==> config.mk <==
export PLATFORM = sky130hd
export DESIGN_NAME = arbitro_banco_reg_flat
export DESIGN_NICKNAME = d
export VERILOG_FILES = /design/src/rtl/arbitro_banco_reg_if.sv /design/src/rtl/arbitro_banco_reg.sv /design/src/flat_wrapper.sv
export SDC_FILE = /design/constraint.sdc
export NUM_CORES = 1
export LEC_CHECK = 0
export ABC_AREA = 1
export CORE_MARGIN = 2
export CORE_UTILIZATION = 25
export CTS_CLUSTER_DIAMETER = 50
export DETAILED_ROUTE_END_ITERATION = 16
export PLACE_DENSITY = 0.6
export REMOVE_ABC_BUFFERS = 1
export SETUP_SLACK_MARGIN = 0.05
export SYNTH_ARGS = -nofsm -noshare
export SYNTH_HDL_FRONTEND = slang
export SYNTH_SLANG_ARGS = --single-unit
==> constraint.sdc <==
create_clock -name clk -period 3.4 [get_ports clk]
set_clock_uncertainty 0.2 [all_clocks]
set_input_delay 0.51 -clock clk [delete_from_list [all_inputs] [get_ports clk]]
set_output_delay 0.51 -clock clk [all_outputs]
set_load 0.005 [all_outputs]
==> src/rtl/arbitro_banco_reg_if.sv <==
// Requester A/B handshake, register-bank port and status signals of the
// register-bank arbiter, with master (requesters/bank side) and slave (arbiter) views.
interface arbitro_banco_reg_if;
  logic        req_a;
  logic        we_a;
  logic [4:0]  addr_a;
  logic [31:0] wdata_a;
  logic        ack_a;
  logic [31:0] rdata_a;
  logic        req_b;
  logic        we_b;
  logic [4:0]  addr_b;
  logic [31:0] wdata_b;
  logic        ack_b;
  logic [31:0] rdata_b;
  logic [4:0]  RR1;
  logic [4:0]  WriteReg;
  logic [31:0] Writedata;
  logic        Regwrite;
  logic [31:0] RD1;
  logic        busy;
  logic [1:0]  grant;

  modport master (
    output req_a, we_a, addr_a, wdata_a, req_b, we_b, addr_b, wdata_b, RD1,
    input  ack_a, rdata_a, ack_b, rdata_b, RR1, WriteReg, Writedata, Regwrite, busy, grant
  );

  modport slave (
    input  req_a, we_a, addr_a, wdata_a, req_b, we_b, addr_b, wdata_b, RD1,
    output ack_a, rdata_a, ack_b, rdata_b, RR1, WriteReg, Writedata, Regwrite, busy, grant
  );
endinterface

==> src/rtl/arbitro_banco_reg.sv <==
// Round-robin arbiter giving two requesters access to a single register-bank port.
// Each transaction takes IDLE -> SERVE -> RESP; all outputs are registered.
module arbitro_banco_reg #(
  parameter bit PROTECT_R0 = 1'b1
) (
  input logic                clk,
  input logic                reset,
  arbitro_banco_reg_if.slave bus
);

  typedef enum logic [1:0] {
    IDLE  = 2'd0,
    SERVE = 2'd1,
    RESP  = 2'd2
  } state_t;

  state_t      state_r;
  logic        last_b_r;
  logic [1:0]  grant_r;
  logic        we_r;
  logic        busy_r;
  logic        ack_a_r;
  logic        ack_b_r;
  logic        regwrite_r;
  logic [4:0]  addr_r;
  logic [31:0] writedata_r;
  logic [31:0] rdata_a_r;
  logic [31:0] rdata_b_r;

  logic        pick_b_s;
  logic        sel_we_s;
  logic [4:0]  sel_addr_s;
  logic [31:0] sel_wdata_s;

  // On a tie the requester that was not served last wins.
  function automatic logic choose_b(input logic ra, input logic rb, input logic lb);
    if (ra && rb) begin
      return !lb;
    end else begin
      return rb;
    end
  endfunction

  // Select the winning requester and its transaction fields.
  always_comb begin
    pick_b_s = choose_b(bus.req_a, bus.req_b, last_b_r);
    if (pick_b_s) begin
      sel_we_s    = bus.we_b;
      sel_addr_s  = bus.addr_b;
      sel_wdata_s = bus.wdata_b;
    end else begin
      sel_we_s    = bus.we_a;
      sel_addr_s  = bus.addr_a;
      sel_wdata_s = bus.wdata_a;
    end
  end

  // Transaction FSM with all bank and handshake outputs registered.
  always_ff @(posedge clk) begin
    if (reset) begin
      state_r     <= IDLE;
      last_b_r    <= 1'b1;
      grant_r     <= 2'b00;
      we_r        <= 1'b0;
      busy_r      <= 1'b0;
      ack_a_r     <= 1'b0;
      ack_b_r     <= 1'b0;
      regwrite_r  <= 1'b0;
      addr_r      <= 5'd0;
      writedata_r <= 32'd0;
      rdata_a_r   <= 32'd0;
      rdata_b_r   <= 32'd0;
    end else begin
      case (state_r)
        IDLE: begin
          if (bus.req_a || bus.req_b) begin
            state_r     <= SERVE;
            busy_r      <= 1'b1;
            last_b_r    <= pick_b_s;
            grant_r     <= pick_b_s ? 2'b10 : 2'b01;
            we_r        <= sel_we_s;
            addr_r      <= sel_addr_s;
            writedata_r <= sel_wdata_s;
            // Register 0 may be read-only: the handshake still runs, the write is dropped.
            regwrite_r  <= sel_we_s && !(PROTECT_R0 && (sel_addr_s == 5'd0));
          end else begin
            state_r <= IDLE;
          end
        end
        SERVE: begin
          state_r     <= RESP;
          regwrite_r  <= 1'b0;
          writedata_r <= 32'd0;
          ack_a_r     <= grant_r[0];
          ack_b_r     <= grant_r[1];
          if (!we_r && grant_r[0]) begin
            rdata_a_r <= bus.RD1;
          end else if (!we_r && grant_r[1]) begin
            rdata_b_r <= bus.RD1;
          end else begin
            rdata_a_r <= rdata_a_r;
          end
        end
        RESP: begin
          state_r <= IDLE;
          busy_r  <= 1'b0;
          grant_r <= 2'b00;
          ack_a_r <= 1'b0;
          ack_b_r <= 1'b0;
          addr_r  <= 5'd0;
        end
        default: begin
          state_r     <= IDLE;
          busy_r      <= 1'b0;
          grant_r     <= 2'b00;
          ack_a_r     <= 1'b0;
          ack_b_r     <= 1'b0;
          regwrite_r  <= 1'b0;
          addr_r      <= 5'd0;
          writedata_r <= 32'd0;
        end
      endcase
    end
  end

  assign bus.ack_a     = ack_a_r;
  assign bus.ack_b     = ack_b_r;
  assign bus.rdata_a   = rdata_a_r;
  assign bus.rdata_b   = rdata_b_r;
  assign bus.RR1       = addr_r;
  assign bus.WriteReg  = addr_r;
  assign bus.Writedata = writedata_r;
  assign bus.Regwrite  = regwrite_r;
  assign bus.busy      = busy_r;
  assign bus.grant     = grant_r;

endmodule

==> src/flat_wrapper.sv <==
// flat-port wrapper written by rule: the top's interface ports become plain ports
module arbitro_banco_reg_flat 
#(
  parameter bit PROTECT_R0 = 1'b1
)
  (clk, reset, bus_req_a, bus_we_a, bus_addr_a, bus_wdata_a, bus_req_b, bus_we_b, bus_addr_b, bus_wdata_b, bus_RD1, bus_ack_a, bus_rdata_a, bus_ack_b, bus_rdata_b, bus_RR1, bus_WriteReg, bus_Writedata, bus_Regwrite, bus_busy, bus_grant);
  arbitro_banco_reg_if bus_i ();
  input logic clk;
  input logic reset;
  input wire logic [$bits(bus_i.req_a)-1:0] bus_req_a;
  input wire logic [$bits(bus_i.we_a)-1:0] bus_we_a;
  input wire logic [$bits(bus_i.addr_a)-1:0] bus_addr_a;
  input wire logic [$bits(bus_i.wdata_a)-1:0] bus_wdata_a;
  input wire logic [$bits(bus_i.req_b)-1:0] bus_req_b;
  input wire logic [$bits(bus_i.we_b)-1:0] bus_we_b;
  input wire logic [$bits(bus_i.addr_b)-1:0] bus_addr_b;
  input wire logic [$bits(bus_i.wdata_b)-1:0] bus_wdata_b;
  input wire logic [$bits(bus_i.RD1)-1:0] bus_RD1;
  output wire logic [$bits(bus_i.ack_a)-1:0] bus_ack_a;
  output wire logic [$bits(bus_i.rdata_a)-1:0] bus_rdata_a;
  output wire logic [$bits(bus_i.ack_b)-1:0] bus_ack_b;
  output wire logic [$bits(bus_i.rdata_b)-1:0] bus_rdata_b;
  output wire logic [$bits(bus_i.RR1)-1:0] bus_RR1;
  output wire logic [$bits(bus_i.WriteReg)-1:0] bus_WriteReg;
  output wire logic [$bits(bus_i.Writedata)-1:0] bus_Writedata;
  output wire logic [$bits(bus_i.Regwrite)-1:0] bus_Regwrite;
  output wire logic [$bits(bus_i.busy)-1:0] bus_busy;
  output wire logic [$bits(bus_i.grant)-1:0] bus_grant;
  assign bus_i.req_a = bus_req_a;
  assign bus_i.we_a = bus_we_a;
  assign bus_i.addr_a = bus_addr_a;
  assign bus_i.wdata_a = bus_wdata_a;
  assign bus_i.req_b = bus_req_b;
  assign bus_i.we_b = bus_we_b;
  assign bus_i.addr_b = bus_addr_b;
  assign bus_i.wdata_b = bus_wdata_b;
  assign bus_i.RD1 = bus_RD1;
  assign bus_ack_a = bus_i.ack_a;
  assign bus_rdata_a = bus_i.rdata_a;
  assign bus_ack_b = bus_i.ack_b;
  assign bus_rdata_b = bus_i.rdata_b;
  assign bus_RR1 = bus_i.RR1;
  assign bus_WriteReg = bus_i.WriteReg;
  assign bus_Writedata = bus_i.Writedata;
  assign bus_Regwrite = bus_i.Regwrite;
  assign bus_busy = bus_i.busy;
  assign bus_grant = bus_i.grant;
  arbitro_banco_reg #(.PROTECT_R0(PROTECT_R0)) u_core (.clk(clk), .reset(reset), .bus(bus_i));
endmodule
; After elaboration in Yosys (flattened, before gate mapping)
; Cells that the tools add are included.
; Widths: inputs -> output; s select.
[op_classes]
mux = 19
eq_ne = 3
n_reduce_logical = 15
n_bitwise = 3
[op_table]
columns = cell, n
row1 = $mux 32, 2
row2 = $pmux 32 s2, 1
row3 = $mux 5, 2
row4 = $pmux 5 s2, 1
row5 = $pmux 1 s2, 4
row6 = $pmux 2 s2, 2
row7 = $reduce_and 2->1, 4
row8 = $logic_not 5->1, 1
row9 = $mux 1, 5
row10 = $logic_and 1x1->1, 4
row11 = $mux 2, 2
row12 = $logic_not 1->1, 3
row13 = $not 1->1, 3
row14 = $reduce_and 3->1, 1
row15 = $eq 2x1->1 const B, 1
row16 = $eq 2x2->1 const B, 1
row17 = $logic_not 2->1, 1
row18 = $ne 2x1->1 const B, 1
row19 = $logic_or 1x1->1, 1
[word_totals]
output_inout_bits = 112
wordCells = 52
ff_bits = 111

; Longest topological paths before layout
[depth]
word_depth = 8
depth_mapped = 8
depth_no_buf = 7

; Worst setup path after synthesis
; OpenSTA, ideal clock, no wires.
[synth_timing]
kind = input-to-reg
start = input bus_req_a
end = register u_core.grant_r[0], in the netlist u_core.bus.grant[0]
t_arrival_ns = 1.287
cell_stages = 5
setup_time_ns = 0.117
setup_slack_ns = 1.796
path_cell_list = nand2_1 > nand2_2 > buf_4 > buf_2 > a32o_1
[synth_between]
elab_chain_cells = 5
elab_cells_between_ends = 8
cone_classes = eq/ne (1) / mux (4) / reduce/logical (3)
[synth_rtl]
columns = item, line
row1 = "start, declared", flat_wrapper.sv:10  ; input wire logic [$bits(bus_i.req_a)-1:0] bus_req_a;
row2 = $logic_and 1x1->1, arbitro_banco_reg.sv:37  ; if (ra && rb) begin
row3 = $mux 1, arbitro_banco_reg.sv:37
row4 = $mux 2, arbitro_banco_reg.sv:80  ; grant_r <= pick_b_s ? 2'b10 : 2'b01;
row5 = $mux 2, arbitro_banco_reg.sv:76  ; if (bus.req_a || bus.req_b) begin
row6 = $pmux 2 s2, arbitro_banco_reg.sv:74  ; case (state_r)
row7 = "end signal, assigned", arbitro_banco_reg.sv:80
row8 = "end, declared", arbitro_banco_reg.sv:19  ; logic [1:0] grant_r;
; Parallel ways exist; a longest one is shown, timed or not. The select of a mux whose other input is x is not followed.
; A chain may end at the register's enable or synchronous reset.

; Worst setup path in the final report
[layout_timing]
start = input bus_req_b
end = register u_core.writedata_r[2], in the netlist u_core.bus.Writedata[2]
[layout_between]
elab_chain_cells = 5
elab_cells_between_ends = 8
cone_classes = eq/ne (1) / mux (4) / reduce/logical (3)
[layout_rtl]
columns = item, line
row1 = "start, declared", flat_wrapper.sv:14  ; input wire logic [$bits(bus_i.req_b)-1:0] bus_req_b;
row2 = $logic_and 1x1->1, arbitro_banco_reg.sv:37
row3 = $mux 1, arbitro_banco_reg.sv:37
row4 = $mux 32, arbitro_banco_reg.sv:47  ; if (pick_b_s) begin
row5 = $mux 32, arbitro_banco_reg.sv:76
row6 = $pmux 32 s2, arbitro_banco_reg.sv:74
row7 = "end signal, assigned", arbitro_banco_reg.sv:83  ; writedata_r <= sel_wdata_s;
row8 = "end, declared", arbitro_banco_reg.sv:26  ; logic [31:0] writedata_r;
; Parallel ways exist; a longest one is shown, timed or not. The select of a mux whose other input is x is not followed.

==> run summary <==
ys async rst share = 0%
fin nets = 867
Setup TNS Final = 0 ps
area share of xor/xnor cells in the synthesized design = 0%
largest net degree at the start of global routing = 66
die area = 18,300 sq um
Synth Area in Simple Gates = 23.2%
status = finished, final reports clean
core area = 17,100 sq um
dpl cell area = 6660 sq um
upper clock frequency limit = 466 MHz
PwrDens = 457 nW/um^2
Worst EP arrival = 2220 ps
maxcap violations = 0
Clk Latency, worst-skew pair = 350 ps
startpoint types = input port
number of DRC markers in iteration 0 = 174
CTS tree = yes
Area contributors post-synth = dfxtp_1 (51%), nor2_1 (12%), o21ai_0 (9.2%), nand3_1 (5.1%), a31oi_1 (4.6%)
DRC = 0
die width = 135 microns
count leader, synth = nor2_1
Final Non-Filler Cells = 985
# IOs = 224
Post-DRT Antenna Nets = 0
Mapped Area = 4320 sq um
# hold bufs at CTS = 0
Leakage = 2.64 nW
Max Slew Vio Count = 0
layout cells sized above 1 = 5.13%
Max IR drop VDD = 0.000334 V
RSZ-0062 raised after global routing = no
hold crit path type = reg -> reg
routed wire length = 13,800 microns
final worst path period share = 63.1%
H-tree levels = 3
Commonest cells post-synth = nor2_1 (133), dfxtp_1 (111), o21ai_0 (79)
Final Cell Area = 7000 sq um
syn avg cell area = 7.76 sq um
Post-Synth Adder-Cell Area = 0%
endpoints failing setup = 0
Worst-Margin Slew = 767 ps
EDFF count, synth = 0
grt total ovfl = 0
vias in the first global route = 4,142
critical path capture point type = register
sequential fraction of the synthesis area = 51.5%
detailed placement HPWL = 9580 microns
Clock Pin Slew Worst Setup and Hold Paths = 70 ps
Max-slew headroom = 48.8%
Via density = 4.45
critical path peak fanout = 65
first-pass GRT wire length = 21,600 microns
top-area cell type share of the netlist area = 51.5%
number of antenna violations at the first check in global routing = 0
largest family of logic cells by synthesized area = simple AND/OR/NAND/NOR gates
number of I/O port buffers = 223
final hold vios = 0
yosys warns = 0
Critical Path RT = 3480 ps
mux contribution to synthesized area = 0%
Top FF cell, synth = dfxtp_1
diode count = 0
GRT Total Usage = 15.1%
row cnt = 48
Avg WL per Cell = 14.0 microns
Die Height = 135 microns
Synth area leader = dfxtp_1
routability cong. = 0.727
cts bufs inserted = 9
post-synthesis compound-gate area fraction = 17.7%
DP Cell Count = 969
Layout area overhead = 62.1%
Initial Util = 25.2%
postcts setup bufs = 0
Distinct cells, synth = 23
Tmin final = 2140 ps
Vias = 4,379
final hold slack = 258 ps
Post-Synthesis Cells = 556
Seq cells post-synth = 111
CTS Root Cell = clkbuf_16
DR pass1 iterations = 4
CTS Buffer Depth = 2
Sink Count = 111
post-CTS sizing = 0
kind of critical path = in -> reg
==> cell usage in the layout, fill, tap and decap left out, types with 6 or more instances in the layout <==
cell type / synthesis / layout
buf_4: 10 / 9
o21ai_1: 24 / 24
clkbuf_16: 0 / 9
a31oi_1: 32 / 32
nand2_1: 53 / 53
nand3_1: 44 / 44
o21ai_0: 79 / 79
inv_2: 6 / 6
dfxtp_1: 111 / 111
clkdlybuf4s50_1: 0 / 223
inv_1: 12 / 12
nor2_1: 133 / 133
==> routing by layer <==
metal | vias up | wire length, microns | global-route usage [%]
met5 | - | 0 | 0
met4 | 0 | 155 | 4.17
met3 | 12 | 1320 | 6.17
met2 | 169 | 6340 | 24.7
met1 | 1944 | 6020 | 18.2
li1 | 2254 | - | -
==> cell families after synthesis <==
kind of cell	after synthesis
AO/OA/AOI/OAI	142
buffers and inverters	63
flip-flops	111
AND/OR/NAND/NOR	240
==> layout make-up <==
| cell class | count | area (sq um) |
|---|---|---|
| repair buffers | 233 | 2320 |
| multi-input cells | 382 | 1770 |
| flip-flops and latches | 111 | 2220 |
| fillers | 1785 | 10100 |
| inverters | 18 | 67.6 |
| clock inverters | 6 | 92.6 |
| clock buffers | 10 | 239 |
| well taps | 225 | 282 |
==> sequential cells by signal, summed over array words and instances, names as in the netlist <==
register              flops
u_core.bus.Writedata     32
u_core.bus.rdata_a       32
u_core.bus.rdata_b       32
u_core.bus.RR1            5
u_core.bus.grant          2
u_core.state_r            2
u_core.bus.Regwrite       1
u_core.bus.ack_a          1
u_core.bus.ack_b          1
u_core.bus.busy           1
u_core.last_b_r           1
u_core.we_r               1
==> per-stage QoR <==
stage	utilization (%)	total power [mW]	setup WS (ps)
2_1_floorplan	-	1.66	1030
3_3_place_gp	38.9	2.06	959
3_5_place_dp	38.9	2.06	894
4_1_cts	40.9	3.25	1280
5_1_grt	40.9	3.35	1110
6_report	40.9	3.20	1260
==> critical path, stage by stage <==
cell	delay [ps]
clkdlybuf4s50_1	600
nor2_1	140
o21ai_4	130
buf_4	500
o21ai_0	150
a31oi_1	160
==> power by group <==
part | switching [mW] | internal [mW]
Sequential | 0.0520 | 1.39
Clock | 0.503 | 0.670
Combinational | 0.248 | 0.337
==> path summary, 6_finish.rpt <==
path                                         from                      end  slack (ps)  depth (start not counted)
worst min register to register    u_core.bus.busy          u_core.bus.busy         260                          2
worst max register to register  u_core.state_r[1]   u_core.bus.rdata_a[26]        1350                          7
worst min-delay path              u_core.bus.busy          u_core.bus.busy         260                          2
worst max-delay path                    bus_req_b  u_core.bus.Writedata[2]        1260                          6
(Power assumes the default switching activity.)
